### src/rtl/fir_pkg.sv
// Shared types, legal parameter ranges and sizing helpers for the FIR family.
package fir_pkg;

  typedef enum logic [1:0] {
    IDLE = 2'd0,
    MAC  = 2'd1,
    DONE = 2'd2
  } fir_state_t;

  localparam int unsigned TAPS_MIN = 2;
  localparam int unsigned TAPS_MAX = 32;

  // Accumulator width that can hold the sum of TAPS full-precision products.
  function automatic int unsigned acc_width(input int unsigned data_w,
                                            input int unsigned coef_w,
                                            input int unsigned taps);
    return data_w + coef_w + $clog2(taps);
  endfunction

  // Largest legal arithmetic right shift before saturation.
  function automatic int unsigned out_shift_max(input int unsigned data_w,
                                                input int unsigned coef_w);
    return data_w + coef_w - 1;
  endfunction

endpackage

### src/rtl/fir_round_sat.sv
// Combinational round-half-up, arithmetic shift and saturate from ACC_W to DATA_W.
module fir_round_sat #(
  parameter int unsigned ACC_W     = 18,
  parameter int unsigned DATA_W    = 8,
  parameter int unsigned OUT_SHIFT = 0
) (
  input  logic signed [ACC_W-1:0]  acc,
  output logic signed [DATA_W-1:0] y
);

  // One guard bit so adding the rounding bias can never wrap.
  localparam int unsigned SUM_W    = ACC_W + 1;
  localparam int unsigned BIAS_POS = (OUT_SHIFT > 0) ? OUT_SHIFT - 1 : 0;
  localparam logic signed [SUM_W-1:0] BIAS =
    (OUT_SHIFT > 0) ? ({{(SUM_W-1){1'b0}}, 1'b1} << BIAS_POS) : '0;
  localparam logic signed [SUM_W-1:0] MAX_V = SUM_W'((1 << (DATA_W - 1)) - 1);
  localparam logic signed [SUM_W-1:0] MIN_V = -MAX_V - SUM_W'(1);

  logic signed [SUM_W-1:0] sum;
  logic signed [SUM_W-1:0] shifted;

  // Add bias, shift arithmetically, then clamp to the output range.
  always_comb begin
    sum     = {acc[ACC_W-1], acc} + BIAS;
    shifted = sum >>> OUT_SHIFT;
    if (shifted > MAX_V) begin
      y = MAX_V[DATA_W-1:0];
    end else if (shifted < MIN_V) begin
      y = MIN_V[DATA_W-1:0];
    end else begin
      y = shifted[DATA_W-1:0];
    end
  end

endmodule

### src/rtl/fir_mac_serial.sv
// Signed N-tap FIR with programmable coefficients and one time-shared multiplier.
module fir_mac_serial
  import fir_pkg::*;
#(
  parameter int unsigned DATA_W    = 8,
  parameter int unsigned COEF_W    = 8,
  parameter int unsigned TAPS      = 4,
  parameter int unsigned OUT_SHIFT = 0
) (
  input  logic                      clk,
  input  logic                      rst_n,
  input  logic                      in_valid,
  output logic                      in_ready,
  input  logic signed [DATA_W-1:0]  x,
  input  logic                      coef_we,
  input  logic [$clog2(TAPS)-1:0]   coef_addr,
  input  logic signed [COEF_W-1:0]  coef_data,
  output logic                      out_valid,
  output logic signed [DATA_W-1:0]  y
);

  localparam int unsigned IDX_W  = $clog2(TAPS);
  localparam int unsigned PROD_W = DATA_W + COEF_W;
  localparam int unsigned ACC_W  = acc_width(DATA_W, COEF_W, TAPS);

  if (TAPS < TAPS_MIN || TAPS > TAPS_MAX) begin : g_bad_taps
    $error("fir_mac_serial: TAPS out of legal range 2..32");
  end
  if (OUT_SHIFT > out_shift_max(DATA_W, COEF_W)) begin : g_bad_shift
    $error("fir_mac_serial: OUT_SHIFT exceeds DATA_W+COEF_W-1");
  end

  fir_state_t                state;
  logic signed [DATA_W-1:0]  d [TAPS];
  logic signed [COEF_W-1:0]  c [TAPS];
  logic signed [ACC_W-1:0]   acc;
  logic [IDX_W-1:0]          idx;
  logic signed [PROD_W-1:0]  prod;
  logic signed [DATA_W-1:0]  y_next;

  assign in_ready = (state == IDLE);
  assign prod     = d[idx] * c[idx];

  fir_round_sat #(
    .ACC_W     (ACC_W),
    .DATA_W    (DATA_W),
    .OUT_SHIFT (OUT_SHIFT)
  ) u_round_sat (
    .acc (acc),
    .y   (y_next)
  );

  // Control FSM with delay line, accumulator and registered outputs.
  always_ff @(posedge clk or negedge rst_n) begin
    if (!rst_n) begin
      state     <= IDLE;
      acc       <= '0;
      idx       <= '0;
      y         <= '0;
      out_valid <= 1'b0;
      for (int unsigned i = 0; i < TAPS; i++) begin
        d[i] <= '0;
      end
    end else begin
      out_valid <= 1'b0;
      case (state)
        IDLE: begin
          if (in_valid) begin
            for (int unsigned i = 1; i < TAPS; i++) begin
              d[i] <= d[i-1];
            end
            d[0]  <= x;
            acc   <= '0;
            idx   <= '0;
            state <= MAC;
          end
        end
        MAC: begin
          acc <= acc + ACC_W'(prod);
          // idx returns to 0 on the last tap so it never leaves 0..TAPS-1.
          if (idx == IDX_W'(TAPS - 1)) begin
            idx   <= '0;
            state <= DONE;
          end else begin
            idx <= idx + 1'b1;
          end
        end
        DONE: begin
          y         <= y_next;
          out_valid <= 1'b1;
          state     <= IDLE;
        end
        default: state <= IDLE;
      endcase
    end
  end

  // Coefficient bank: writes land only while idle and in range.
  always_ff @(posedge clk or negedge rst_n) begin
    if (!rst_n) begin
      for (int unsigned i = 0; i < TAPS; i++) begin
        c[i] <= '0;
      end
    end else if (state == IDLE && coef_we && int'(coef_addr) < int'(TAPS)) begin
      c[coef_addr] <= coef_data;
    end
  end

endmodule
### config.mk
export PLATFORM = sky130hd
export DESIGN_NAME = fir_mac_serial
export DESIGN_NICKNAME = d
export VERILOG_FILES = /design/src/rtl/fir_pkg.sv /design/src/rtl/fir_round_sat.sv /design/src/rtl/fir_mac_serial.sv
export SDC_FILE = /design/constraint.sdc
export NUM_CORES = 1
export LEC_CHECK = 0
export CORE_MARGIN = 2
export CORE_UTILIZATION = 50
export DETAILED_ROUTE_END_ITERATION = 8
export PLACE_DENSITY_LB_ADDON = 0.12
export SYNTH_ARGS = -nofsm -noshare
export SYNTH_HDL_FRONTEND = slang
export SYNTH_SLANG_ARGS = --single-unit
export TNS_END_PERCENT = 30
### constraint.sdc
create_clock -name clk -period 6.6 [get_ports clk]
set_input_delay 0.66 -clock clk [delete_from_list [all_inputs] [get_ports clk]]
set_output_delay 0.66 -clock clk [all_outputs]
set_load 0.01 [all_outputs]
==> out/results.md, run 1 <==
| Item | Value |
|---|---|
| Number of nets in the final layout | 807 |
| DRT Wirelength | 14.23 mm |
| Maximum frequency from static timing analysis | 163.8 MHz |
| Clock skew | 0.006272 ns |
| Worst slew pin tran | 1.171 ns |
| Antenna violations before repair | 0 |
| Result of the run | finished clean |
| Crit path required time | 6.84 ns |
| DRC violation total after the first TritonRoute iteration | 218 |
| Total clock sinks | 95 |
| Pin count of the biggest net entering global routing | 70 |
| Type of origin of the critical path | register |
| Final Max Slew Viols | 0 |
| Number of remaining DRC errors | 0 |
| Placeable core region | 0.01437 mm2 |
| Mean post-synth cell area | 11.53 um2 |
| Detailed-route via count | 4,540 |
| Initial standard-cell utilization of the core | 50.64% |
| Startpoint of the most critical register-to-register path | idx[0] |
| Diodes inserted | 0 |
| Die ar. | 0.01554 mm2 |
| Worst setup path class | reg -> reg |
| Cell count after synthesis | 631 |
| Proportion of register bits with asynchronous set or reset after synthesis | 100.0% |
| Area added between synthesis and finish | 11.55% |
| Crit. End Element | register |
| Ys flop type | dfrtp_1 |
| Hold-fix buffers at CTS | 0 |
| Max Cap Viol | 0 |
| Leading cell type in the layout, fill and taps excluded | dfrtp_1 |
| Crit-path slowest cell | dfrtp_1 |
| Width of the die | 124.6 um |
| GRT overflow | 0 |
| Headroom to the max-slew limit | 21.63% |
| Post-CTS setup buffers | 0 |
| Root buffer selected by CTS | clkbuf_16 |
| Number of warning messages in the yosys log | 0 |
| Final Wtd Congestion | 0.9074 |
| Tmin final | 6.105 ns |
| Largest incremental delay on the critical path | 0.89 ns |
| Count of endpoints failing hold in the final timing report | 0 |
| Setup-failing EPs final | 0 |
| Number of cells on the critical path | 16 |
| Number of cells upsized or downsized after cts | 0 |
| Number of cells on the worst reg-to-reg path | 16 |
| Fillers | 1,219 |
| DR WL/cell | 16.72 um |
| Longest Clk Path Bufs | 2 |
| Kind of cell adding the most delay to the critical path | adder cells |
| Port Buf Inserts | 31 |
| Most frequent cells in the layout | 95 x dfrtp_1, 90 x inv_1, 80 x fa_1 |
| Internal reg-to-reg setup slack | 0.49 ns |
| Fin Setup TNS | 0 ns |
| Worst skew pair latency | 0.36 ns |
| Worst min path class | in -> async |
| Setup repair after global routing missed its margin | false |
| Post-Syn Area | 0.007277 mm2 |
| Most common cell type on the critical path | fa_1 |
| Height of the die | 124.6 um |
| Total GRT Usage | 20.44% |
| Number of enable flip-flop cells after synthesis | 0 |
| I/O pin count | 32 |
| Sequential element share of the synthesized area | 32.67% |
| Number of global-route vias before repair | 4,979 |
| Number of clock buffers inserted by TritonCTS | 9 |
| H-Tree Level Count | 3 |
| Count of TritonRoute iterations in the first routing pass | 4 |
| Arrival time reported for the critical path endpoint | 6.34 ns |
| Wire length of the first global-routing pass | 25.14 mm |
| Period utilization | 92.50% |
| Number of buffer and inverter instances along the worst setup path | 2 |
| CP cell instances | mux4_2, and2_1, inv_1, fa_1, inv_1, fa_1, fa_1, fa_1, fa_1, ha_1, o21ai_0, o211ai_1, a221oi_2, a21oi_1, xnor2_1, o21ai_1 |
| Count of cell types in the netlist | 42 |
| Flip-flop and latch count after synthesis | 95 |
| Per-cell via count in the routed design | 5.335 |
| Critical path peak fanout | 16 |
| Count of standard-cell rows | 44 |
| Share of cells above drive strength 1 | 16.34% |
| Antenna-violating nets left | 0 |
| Capture instance of the worst register-to-register path | acc[15] |
| Clock tree from TritonCTS | done |
| CTS clk-pin slew, worst paths | 0.07 ns |
| Half-perimeter wire length after placement | 11.11 mm |
| Net count after synthesis | 776 |
[metrics by stage]
| step | setup slack (ns) | instance area (um2) | util [%] | cells | hold slack, ns |
|---|---|---|---|---|---|
| global placement | 0.6007 | 7781 | 54.15 | 835 | 0.4597 |
| CTS | 0.4617 | 8118 | 56.50 | 851 | 0.2026 |
| floorplan | 1.204 | 7277 | - | 631 | 0.3644 |
| global route | 0.1215 | 8118 | 56.50 | 851 | 0.2183 |
| detailed placement | 0.5032 | 7781 | 54.15 | 835 | 0.4698 |
| finish | 0.4947 | 8118 | 56.50 | 851 | 0.1928 |
[worst max-delay path by stage]
stage	startpoint	end	slack, ns
after floorplan	idx[0]	acc[17]	1.20
after global placement	idx[0]	acc[17]	0.60
after detailed placement	idx[0]	acc[15]	0.50
after CTS	idx[0]	acc[15]	0.46
after global routing	idx[0]	acc[17]	0.12
final	idx[0]	acc[15]	0.49
[routing by layer]
metal | vias up | GRT usage [%] | part of all wire, %
li1 | 2143 | - | -
met5 | - | 0 | 0
met3 | 14 | 3.651 | 2.6
met4 | 0 | 6.675 | 1.7
met1 | 2316 | 27.01 | 46
met2 | 67 | 34.39 | 49
[registers in the layout, indices dropped and copies added (netlist names)]
name,count
acc,18
idx,2
d,32
c,32
y,8
state,2
out_valid,1
[logic make-up after synthesis]
group	after synthesis	synth area share, %
simple gates	150	10.20
fa+ha+maj	123	29.40
buf+inv	107	5.708
flops	95	32.67
mux	81	14.84
compound gates	59	5.261
xor+xnor	16	1.926
[synthesized netlist by cell type (5+ instances only)]
library cell  count  area [um2]
a21oi_1           7       35.03
and2_1           34       212.7
buf_2             5       25.02
clkbuf_1          9       33.78
dfrtp_1          95        2377
fa_1             80        1602
ha_1             43       538.0
inv_1            90       337.8
mux2_2           65       732.0
mux4_2           15       337.8
nand2_1          55       206.5
nand3_1          22       110.1
nand4_1           5       31.28
nor2_1           20       75.07
o21a_1            6       45.04
o21ai_0          18       90.09
o21ai_1           6       30.03
o31ai_1           6       45.04
xnor2_1          13       113.9
[area by class of cell]
class	count	area (um2)	share of cell area, %
inverters	91	341.6	4.208
multi-input cells	429	4487	55.27
well taps	184	230.2	2.836
flip-flops and latches	95	2377	29.28
clock inverters	6	97.59	1.202
clock buffers	10	239.0	2.944
repair buffers	36	345.3	4.254
Power of run 1 is left out: the tool's default activity adds up to more than one toggle a clock period on the data nets, which glitch-free logic cannot reach.
==> inputs of run 2 (changes only) <==
- clock period: 6.6 -> 5.9 ns (I/O delays scaled with it)
==> run 2 against run 1 <==
  * Final area hardly changed
  * Critical path depth unchanged
  * Routed wire length shrank 2.5%
  * Clock-buffer cell count up 1
  * Fmax grew 9.4%
  * Clock skew increased by 0.0026 ns
  * Die area unchanged
  * Cell count increased by 0.24%
  * First-iteration DRC count is 1.8% lower
  * Global-route usage shrank 0.65 points
  * Critical endpoint unchanged
  * Highest routed layer unchanged
==> out/results.md, run 2 (synthesis gave the netlist of run 1 again) <==
| Item | Value | vs previous |
|---|---|---|
| Total GRT Usage | 19.79% | was 20.44% |
| Number of clock buffers inserted by TritonCTS | 9 | unchanged |
| Grt peak-use layer | met2 | unchanged |
| Clock skew | 0.008854 ns | was 0.006272 ns |
| Result of the run | finished clean | unchanged |
| Final Wtd Congestion | 0.9110 | was 0.9074 |
| Hold-fix buffers at CTS | 0 | unchanged |
| Worst min path class | in -> async | unchanged |
| H-Tree Level Count | 3 | unchanged |
| DRC violation total after the first TritonRoute iteration | 214 | was 218 |
| Setup-failing EPs final | 0 | unchanged |
| Area added between synthesis and finish | 11.62% | was 11.55% |
| Footprint of the multi-input gates | 0.004487 mm2 | unchanged |
| Worst setup path class | reg -> reg | unchanged |
| DR WL/cell | 16.26 um | was 16.72 um |
| Non-filler instance count after layout | 853 | was 851 |
| Port Buf Inserts | 31 | unchanged |
| Initial standard-cell utilization of the core | 50.64% | unchanged |
| Worst slew pin tran | 1.139 ns | was 1.171 ns |
| Type of origin of the critical path | register | unchanged |
| Final Core Density | 56.53% | was 56.50% |
| Die ar. | 0.01554 mm2 | unchanged |
| Arrival time reported for the critical path endpoint | 5.81 ns | was 6.34 ns |
| GRT overflow | 0 | unchanged |
| Count of TritonRoute iterations in the first routing pass | 4 | unchanged |
| Number of cells on the worst reg-to-reg path | 16 | unchanged |
| Crit path required time | 6.13 ns | was 6.84 ns |
| Most frequent cells in the layout | 95 x dfrtp_1, 90 x inv_1, 80 x fa_1 | unchanged |
| Critical path peak fanout | 20 | was 16 |
| Number of global-route vias before repair | 4,825 | was 4,979 |
| Met2 track demand over resource in global routing | 32.59% | was 34.39% |
| CTS clk-pin slew, worst paths | 0.07 ns | about the same |
| Max Cap Viol | 0 | unchanged |
| Largest regs | c: 32 flops, d: 32 flops, acc: 18 flops | unchanged |
| Worst skew pair latency | 0.36 ns | about the same |
| Area taken by flip-flops and latches | 0.002377 mm2 | unchanged |
| Grt met3 use | 4.167% | was 3.651% |
| Detailed-route via count | 4,550 | was 4,540 |
| Setup repair after global routing missed its margin | false | unchanged |
| Pin count of the biggest net entering global routing | 73 | was 70 |
| Fin Setup TNS | 0 ns | unchanged |
| Per-cell via count in the routed design | 5.334 | was 5.335 |
| Capture instance of the worst register-to-register path | acc[15] | unchanged |
| Final Max Slew Viols | 0 | unchanged |
| Count of endpoints failing hold in the final timing report | 0 | unchanged |
| Placeable core region | 0.01437 mm2 | unchanged |
| Startpoint of the most critical register-to-register path | idx[0] | unchanged |
| DRT Wirelength | 13.87 mm | was 14.23 mm |
| Cells after DPL | 837 | was 835 |
| Number of nets in the final layout | 809 | was 807 |
| Internal reg-to-reg setup slack | 0.32 ns | was 0.49 ns |
| Crit. End Element | register | unchanged |
| Wire length of the first global-routing pass | 24.47 mm | was 25.14 mm |
| Met1 Usage GRT | 27.15% | was 27.01% |
| Tmin final | 5.580 ns | was 6.105 ns |
| Longest Clk Path Bufs | 2 | unchanged |
| Diodes inserted | 0 | unchanged |
| Headroom to the max-slew limit | 23.83% | was 21.63% |
| Maximum frequency from static timing analysis | 179.2 MHz | was 163.8 MHz |
| Antenna-violating nets left | 0 | unchanged |
| Post-CTS setup buffers | 0 | unchanged |
| Clock tree from TritonCTS | done | unchanged |
| Share of cells above drive strength 1 | 16.59% | was 16.34% |
| Period utilization | 94.57% | was 92.50% |
| Leading cell type in the layout, fill and taps excluded | dfrtp_1 | unchanged |
| Antenna violations before repair | 0 | unchanged |
| Number of remaining DRC errors | 0 | unchanged |
| I/O pin count | 32 | unchanged |
| Width of the die | 124.6 um | unchanged |
| Fillers | 1,178 | was 1,219 |
| Height of the die | 124.6 um | unchanged |
| Count of standard-cell rows | 44 | unchanged |
| Half-perimeter wire length after placement | 11.12 mm | was 11.11 mm |
| Root buffer selected by CTS | clkbuf_16 | unchanged |
| Number of cells upsized or downsized after cts | 0 | unchanged |
| Total clock sinks | 95 | unchanged |
==> run 2: metal layers <==
layer  wire [um]  share of wire (%)
met3         432                3.1
met2        6672                 48
met1        6585                 47
met4         179                1.3
met5           0                  0
==> run 2: worst max-delay path by stage <==
stage	startpoint	endpoint	slack, ns	depth (start not counted)
2_1_floorplan	idx[0]	acc[17]	0.50	18
3_3_place_gp	idx[0]	acc[17]	0.40	16
3_5_place_dp	idx[0]	acc[17]	0.33	17
4_1_cts	idx[0]	acc[15]	0.30	16
5_1_grt	idx[0]	acc[17]	0.08	16
6_report	idx[0]	acc[15]	0.32	16
==> run 2: cell type report <==
class,count,share of cell area (%)
clock buffers,11,3.112
clock inverters,5,0.6007
inverters,91,4.205
multi-input cells,429,55.24
flip-flops and latches,95,29.27
well taps,184,2.834
repair buffers,38,4.744
==> run 2: worst max-delay path, stage by stage (launching register included) <==
cell and delay [ns]:
dfrtp_1 0.38, buf_12 0.20, mux4_2 0.59, or2_1 0.26, fa_1 0.51, fa_1 0.55
inv_1 0.05, fa_1 0.50, fa_1 0.58, fa_1 0.44, ha_1 0.33, o21ai_0 0.15
o211ai_1 0.17, a221oi_2 0.39, a21oi_1 0.15, xnor2_1 0.14, o21ai_1 0.07
==> run 2: through the flow <==
step           hold slack [ns]  area (um2)  setup slack, ns
4_1_cts                 0.1191        8123           0.2965
5_1_grt                 0.1321        8123          0.08049
3_3_place_gp            0.4615        7821           0.4045
3_5_place_dp            0.4701        7821           0.3328
2_1_floorplan           0.2944        7277           0.5038
6_report                0.1163        8123           0.3204
Power of run 2 is left out for the same reason.
